===== config.mk =====
export PLATFORM = sky130hd
export DESIGN_NAME = tc_pl_cap_seq
export DESIGN_NICKNAME = d
export VERILOG_FILES = /design/src/rtl/tc_pl_cap_seq.sv
export SDC_FILE = /design/constraint.sdc
export NUM_CORES = 1
export LEC_CHECK = 0
export ABC_AREA = 1
export CELL_PAD_IN_SITES_DETAIL_PLACEMENT = 0
export CELL_PAD_IN_SITES_GLOBAL_PLACEMENT = 2
export CORE_UTILIZATION = 28
export DETAILED_ROUTE_END_ITERATION = 8
export GPL_ROUTABILITY_DRIVEN = 0
export GPL_TIMING_DRIVEN = 0
export PLACE_DENSITY = 0.78
export SLEW_MARGIN = 5
export SYNTH_ARGS = -nofsm -noshare
export SYNTH_HDL_FRONTEND = slang
export SYNTH_SLANG_ARGS = --single-unit

===== constraint.sdc =====
create_clock -name clk125 -period 3 [get_ports clk125]
set_input_delay 0.9 -clock clk125 [delete_from_list [all_inputs] [get_ports clk125]]
set_output_delay 0.9 -clock clk125 [all_outputs]
set_load 0.01 [all_outputs]

===== src/rtl/tc_pl_cap_seq.sv =====
// tc_pl_cap_seq: capture sequencer stepping gain passes, streaming ADC samples to a write port with running CRC-32 and duration.
module tc_pl_cap_seq #(
    parameter int DW = 32,
    parameter int AW = 32,
    parameter int PW = 14,
    parameter int GW = 3
) (
    input  logic          clk125,
    input  logic          rst,
    input  logic          cap_trig,
    input  logic [GW-1:0] cap_gain_number,
    input  logic [31:0]   cap_gain_del,
    input  logic [PW-1:0] cap_points,
    input  logic [AW-1:0] cap_addr,
    input  logic          adc_valid,
    input  logic [DW-1:0] adc_data,
    output logic          adc_ready,
    output logic          wr_valid,
    input  logic          wr_ready,
    output logic [AW-1:0] wr_addr,
    output logic [DW-1:0] wr_data,
    output logic [1:0]    gain_sel,
    output logic          cap_cing,
    output logic          cap_cmpt,
    output logic [31:0]   cap_crc32,
    output logic [31:0]   cap_time
);
    typedef enum logic [2:0] {IDLE, SETTLE, ACQ, NEXT, DONE} state_t;
    state_t        state;
    logic [2:0]    passes;
    logic [31:0]   del;
    logic [31:0]   settle;
    logic [PW-1:0] pts;
    logic [PW-1:0] cnt;
    logic [AW-1:0] ptr;
    logic [31:0]   crc;
    logic [31:0]   tcnt;
    logic          drained;
    logic          accept;
    logic [2:0]    gain_norm;
    function automatic logic [31:0] crc_word(input logic [31:0] c, input logic [DW-1:0] d);
        logic [31:0] r;
        r = c;
        for (int i = 0; i < DW; i++) r = (r >> 1) ^ ((r[0] ^ d[i]) ? 32'hEDB88320 : 32'h0);
        return r;
    endfunction
    assign drained   = !wr_valid || wr_ready;
    assign adc_ready = (state == ACQ) && drained;
    assign accept    = adc_valid && adc_ready;
    assign gain_norm = (32'(cap_gain_number) == 32'd0) ? 3'd1 :
                       (32'(cap_gain_number) > 32'd4) ? 3'd4 : 3'(cap_gain_number);
    always_ff @(posedge clk125) begin
        if (rst) begin
            state     <= IDLE;
            passes    <= 3'd1;
            del       <= '0;
            settle    <= '0;
            pts       <= '0;
            cnt       <= '0;
            ptr       <= '0;
            crc       <= '1;
            tcnt      <= '0;
            gain_sel  <= '0;
            wr_valid  <= 1'b0;
            wr_addr   <= '0;
            wr_data   <= '0;
            cap_cing  <= 1'b0;
            cap_cmpt  <= 1'b0;
            cap_crc32 <= '0;
            cap_time  <= '0;
        end else begin
            if (accept) begin
                wr_valid <= 1'b1;
                wr_data  <= adc_data;
                wr_addr  <= ptr;
            end else if (wr_ready) begin
                wr_valid <= 1'b0;
            end
            if ((state == SETTLE || state == ACQ || state == NEXT) && tcnt != 32'hFFFF_FFFF)
                tcnt <= tcnt + 32'd1;
            case (state)
                IDLE: if (cap_trig) begin
                    passes   <= gain_norm;
                    del      <= cap_gain_del;
                    pts      <= cap_points;
                    ptr      <= cap_addr;
                    settle   <= (cap_gain_del == 32'd0) ? 32'd1 : cap_gain_del;
                    cnt      <= '0;
                    gain_sel <= '0;
                    crc      <= '1;
                    tcnt     <= '0;
                    cap_cmpt <= 1'b0;
                    cap_cing <= 1'b1;
                    state    <= SETTLE;
                end
                SETTLE: begin
                    settle <= settle - 32'd1;
                    if (settle == 32'd1) state <= (pts == '0) ? NEXT : ACQ;
                end
                ACQ: if (accept) begin
                    ptr <= ptr + AW'(DW / 8);
                    crc <= crc_word(crc, adc_data);
                    cnt <= cnt + PW'(1);
                    if (cnt + PW'(1) == pts) state <= NEXT;
                end
                NEXT: if (drained) begin
                    if ({1'b0, gain_sel} + 3'd1 == passes) begin
                        state <= DONE;
                    end else begin
                        gain_sel <= gain_sel + 2'd1;
                        settle   <= (del == 32'd0) ? 32'd1 : del;
                        cnt      <= '0;
                        state    <= SETTLE;
                    end
                end
                DONE: begin
                    cap_crc32 <= ~crc;
                    cap_time  <= tcnt;
                    cap_cing  <= 1'b0;
                    cap_cmpt  <= 1'b1;
                    state     <= IDLE;
                end
                default: state <= IDLE;
            endcase
        end
    end
endmodule


==> results.md <==
* Synthesized area at 19200 um^2
* YS warnings at 0
* Initial DRC count at 1499
* Setup Skew at 36.4 ps
* Fmax at 0.317 GHz
* Commonest non-fill, non-tap cell in the layout: nand2_1
* Clock Sinks at 327
* Total iterations of the first detailed-routing run at 5
* Post-route setup slack at -153 ps
* Final Setup Violations at 29
* Row count at 95
* Die X-Extent at 264 um
* Failing checks: negative setup slack
* Worst EP required at 3470 ps
* Most area-hungry cell type in the Yosys netlist: dfxtp_1
* Mapped Nets at around 3000
* Pre-CTS setup slack at -1900 ps
* Tot GR Track Use at 24.9%
* Die Ht at around 260 um
* Global-route wire length before repair at 132 mm
* Total Negative Setup Slacks at -2050 ps
* Run status: finished with violations
* DRC at 0
* Synth top area cells: dfxtp_1, nand2_1, o21ai_0, a21oi_1, nand3_1
* Synth top area share at 34.1%
* Min Tclk post-route at 3150 ps
* Largest net degree at the start of global routing at 12
* Antenna viol nets, final at 0
* Detailed Route WL at 89.3 mm
* Crit path max-delay cell type: nor2_4
* Multi-input gate area in the final layout at 14000 um^2
* Critical path fanouts, max at 7
* Kind of critical path: in2reg
* Crit path arrival time at ~3600 ps
* Post-synth EDFFs at 0
* Root buffer cell: clkbuf_16
* Worst slew pin tran at 931 ps
* Via density per instance at 5.10
* Skew-Pair Late Insertion Delay at 590 ps
* Clock buffer count from CTS at 41
* Register area at 6580 um^2
* IO buf count at 251
* Max-Cap Viols at 0
* CTS HTree Levels at 2
* Ys async rst share at 0%
* GRT overflow at 0
* Layout cells sized above 1 at 24.0%
* HP Class: reg2reg
* Most frequent cells in the layout: nand2_1, dfxtp_1, o21ai_0, inv_1, clkdlybuf4s50_1
* Register area share after synthesis at about 34%
* Post-DP HPWL at 67.9 mm
* Most used cell, CP: nand2_4
* Cell variety after synth at 52
* Max incr delay on CP at ~220 ps
* Core box area at 67500 um^2
* Final hold vios at 0
* CTS tree: done
* Final Cycle Share at 105%
* Critical Path Source Type: input pin
* CTS max path bufs at 3
* Setup crit end kind: flip-flop
* Starting Density at 28.4%
* Final cell count without fillers at around 4300
* Final core occ at 42.3%
* Per-cell routed wire length at 21.0 um
* Initial antenna violation count at 4
* Layout area overhead at 48.7%
* Prevailing post-synth register cell: dfxtp_1
* CTS clk-pin slew, worst paths at 60 ps
* Nets@finish at 3474
* Ports at 252
* Vias in the first global route at between 20000 and 25000
* Gate Count Post-Synth at between 2000 and 3000
* Flops & latches, synth at 327
* Slew Viols, Final at 0
* Slew HR at 37.9%
* Via count at 21700
* Layout fillers at 6898
* Unrepaired setup endpoints after global routing: yes
* Inst Count DP at 4024
* Mean Syn Cell Area at 6.62 um^2
* Die area at 69600 um^2
-- cell usage after synthesis, types with 5 or more instances --
library cell and instances:
a21oi_1 232, nor2_1 223, ha_1 6, o21ai_0 303, buf_1 7, o221ai_1 5
nand3_1 217, nand3b_1 6, or2_1 5, a22oi_1 5, nand2_4 26, nor4_1 32
nand2_1 689, o21bai_1 5, xor2_1 110, clkbuf_1 96, nand3_2 18, a31oi_1 28
nand4_1 37, buf_6 6, nand2_2 76, dfxtp_1 327, nor3_1 33, or2_2 12
o211ai_1 5, xnor2_1 45, buf_2 6, inv_2 26, a221oi_1 8, inv_1 264
-- flip-flops by register name, summed over array words and instances (netlist names), 32 cells and up --
register   count
settle        32
tcnt          32
wr_addr       32
cap_time      32
del           32
ptr           32
crc           32
wr_data       32
cap_crc32     32
-- layout make-up --
class	count	share of cell area [%]
diodes	1	0.00877
well taps	873	3.83
flip-flops and latches	327	23.0
clock inverters	11	0.570
repair buffers	408	13.4
multi-input cells	2167	49.0
plain buffers	114	1.83
clock buffers	59	4.18
inverters	291	4.14
-- logic make-up (layout without fill, tap and decap cells) --
group                      Yosys count  count (layout)  share of synthesized area, %
adders and majority gates            6               6                         0.391
AOI/OAI and AO/OA                  620             620                          17.2
buffers and inverters              406             883                          8.21
and+or+nand+nor                   1382            1382                          32.7
xor gates and xnor gates           159             159                          7.41
DFF                                327             327                          34.1
other                                0               1                             0
-- critical path: cells and delay by family --
family | cells | cell delay [ps]
AND/OR/NAND/NOR | 22 | 2000
buffers and inverters | 8 | 710
-- timing repair --
item,4_1_cts,5_1_grt
gates cloned,1,0
hold buffers,0,0
resized for setup,513,166
endpoints found under the setup margin,194,96
buffers inserted,129,27
pin swaps,201,98
endpoints found under the hold margin,0,0
-- path summary, 6_finish.rpt --
kind / cells past startpoint / end / startpoint / slack [ps]
worst min-delay path: 1 / tcnt[31]$_SDFF_PP0_ / tcnt[31]$_SDFF_PP0_ / 450
worst min register to register: 1 / tcnt[31]$_SDFF_PP0_ / tcnt[31]$_SDFF_PP0_ / 450
worst max-delay path: 30 / crc[8]$_SDFFE_PP1P_ / adc_data[0] / -150
worst max register to register: 29 / crc[8]$_SDFFE_PP1P_ / crc[0]$_SDFFE_PP1P_ / -120
-- stage by stage --
stage / hold WS [ps] / area [um^2]
after floorplan: 422 / 19700
after global placement: 443 / 23300
after detailed placement: 447 / 23300
after CTS: 451 / 27700
after global routing: 495 / 28500
final: 451 / 28500
-- metal layers --
layer / vias up / track usage, % / share of wire (%)
met5: - / 0 / 0.013
met3: 152 / 3.47 / 5.5
met1: 10400 / 31.7 / 43
met2: 691 / 43.1 / 48
li1: 10500 / - / -
met4: 2 / 8.36 / 3.4
Power is left out: the tool's default activity adds up to more than one toggle a clock period on the data nets, which glitch-free logic cannot reach.
==> patch: new RTL, same flow settings <==
Reset style: asynchronous (`rst`), changed in one clocked block.
--- a/src/rtl/tc_pl_cap_seq.sv
+++ b/src/rtl/tc_pl_cap_seq.sv
@@ -51,3 +51,3 @@
                        (32'(cap_gain_number) > 32'd4) ? 3'd4 : 3'(cap_gain_number);
-    always_ff @(posedge clk125) begin
+    always_ff @(posedge clk125 or posedge rst) begin
         if (rst) begin
Formal check against the unedited RTL: differs if rst is asserted again (counterexample within 4 cycles, from zero or initial values and one cycle with rst high); with rst held inactive, the same outputs for 4 cycles.
==> patch against the unedited design <==
The flow still finishes with violations (setup timing); sequential cell count is the same; worst setup slack worse by 0.17 ns; area after synthesis increased by 6.8%; sequential share of layout area increased by 3.0 points; routed wire length shrank 0.88%; largest cell class unchanged; critical endpoint is now crc[19]$_DFFE_PP1P_; final area grew 11%.
Power is left out: the tool's default activity adds up to more than one toggle a clock period on the data nets, which glitch-free logic cannot reach.
==> patch: results (changes against the unedited design) <==
| Metric | Value |
|---|---|
| Post-detail-place hpwl | `64.8 mm (-4.7%)` |
| CP max stage delay | `0.67 ns (+0.45 ns)` |
| Layout cells sized above 1 | `0.293 (+0.0525)` |
| Synth cell types | `53 (+1.9%)` |
| Hold path depth | `2 (+1)` |
| Utilization after layout | `0.438 (+0.0155)` |
| Syn_area_per_cell | `7.19 um2 (+8.6%)` |
| Drt first-iter violations | `1,659 (+11%)` |
| Comb_multi_in | `2,096 (-3.3%)` |
| Outcome | `complete, but fails checks` |
| Register area share after synthesis | `0.401 (+0.0603)` |
| Layout Nets | `3,491 (+0.49%)` |
| Setup TNS | `-7.70 ns (-5.65 ns)` |
| DR pass1 iterations | `6 (+1)` |
| Area after DPL | `25,000 um2 (+7.3%)` |
| Postcts setup bufs | `150 (+16%)` |
| Post-synthesis xor/xnor area fraction | `0.0714 (-0.00273)` |
| First-pass GRT wire length | `131 mm (-0.58%)` |
| Synth Area in Adders | `0.00366 (-0.000247)` |
| Slowest library cell on the worst path | `dfstp_2` |
| Clock-cell share | `0.0491 (+0.00162)` |
| Commonest cells post-synth | `916 x nand2_1, 321 x inv_1, 294 x dfrtp_1` |
| Failing checks | `setup timing` |
| Final setup viols | `32 (+10%)` |
| Synth Area in Compound Gates | `0.117 (-0.0555)` |
| CP arrival | `3.86 ns (+0.23 ns)` |
| Vias in the first global route | `21,200 (+0.066%)` |
| Placed insts | `4,061 (+0.92%)` |
| Final worst setup slack | `-0.323 ns (-0.169 ns)` |
patch: cell types whose count changed in the layout (fill, tap and decap cells not counted), moves of 30 or more:
cell / before / now
a21oi_1: 229 / 70
clkbuf_1: 94 / 64
dfrtp_1: 0 / 293
dfstp_2: 0 / 33
dfxtp_1: 318 / 0
inv_1: 235 / 282
nand2_1: 483 / 671
nand3_1: 137 / 107
nor2_1: 212 / 129
o21ai_0: 297 / 237
patch: metal layers:
layer	routed length, um	vias to the layer above	GRT usage
li1	-	10200	-
met3	4170	117	0.0315
met1	38200	10600	0.301
met4	2430	0	0.0618
met2	43700	555	0.400
met5	0	-	0
patch: path summary, 6_finish.rpt:
path                                             to  slack (ns)
max                             crc[19]$_DFFE_PP1P_       -0.32
min                          wr_addr[3]$_DFFE_PP0P_        0.48
max reg2reg                     crc[19]$_DFFE_PP1P_       -0.32
min reg2reg                  wr_addr[3]$_DFFE_PP0P_        0.48
max in group asynchronous        crc[5]$_DFFE_PP1P_        0.98
min in group asynchronous  cap_time[18]$_DFFE_PP0P_        0.67
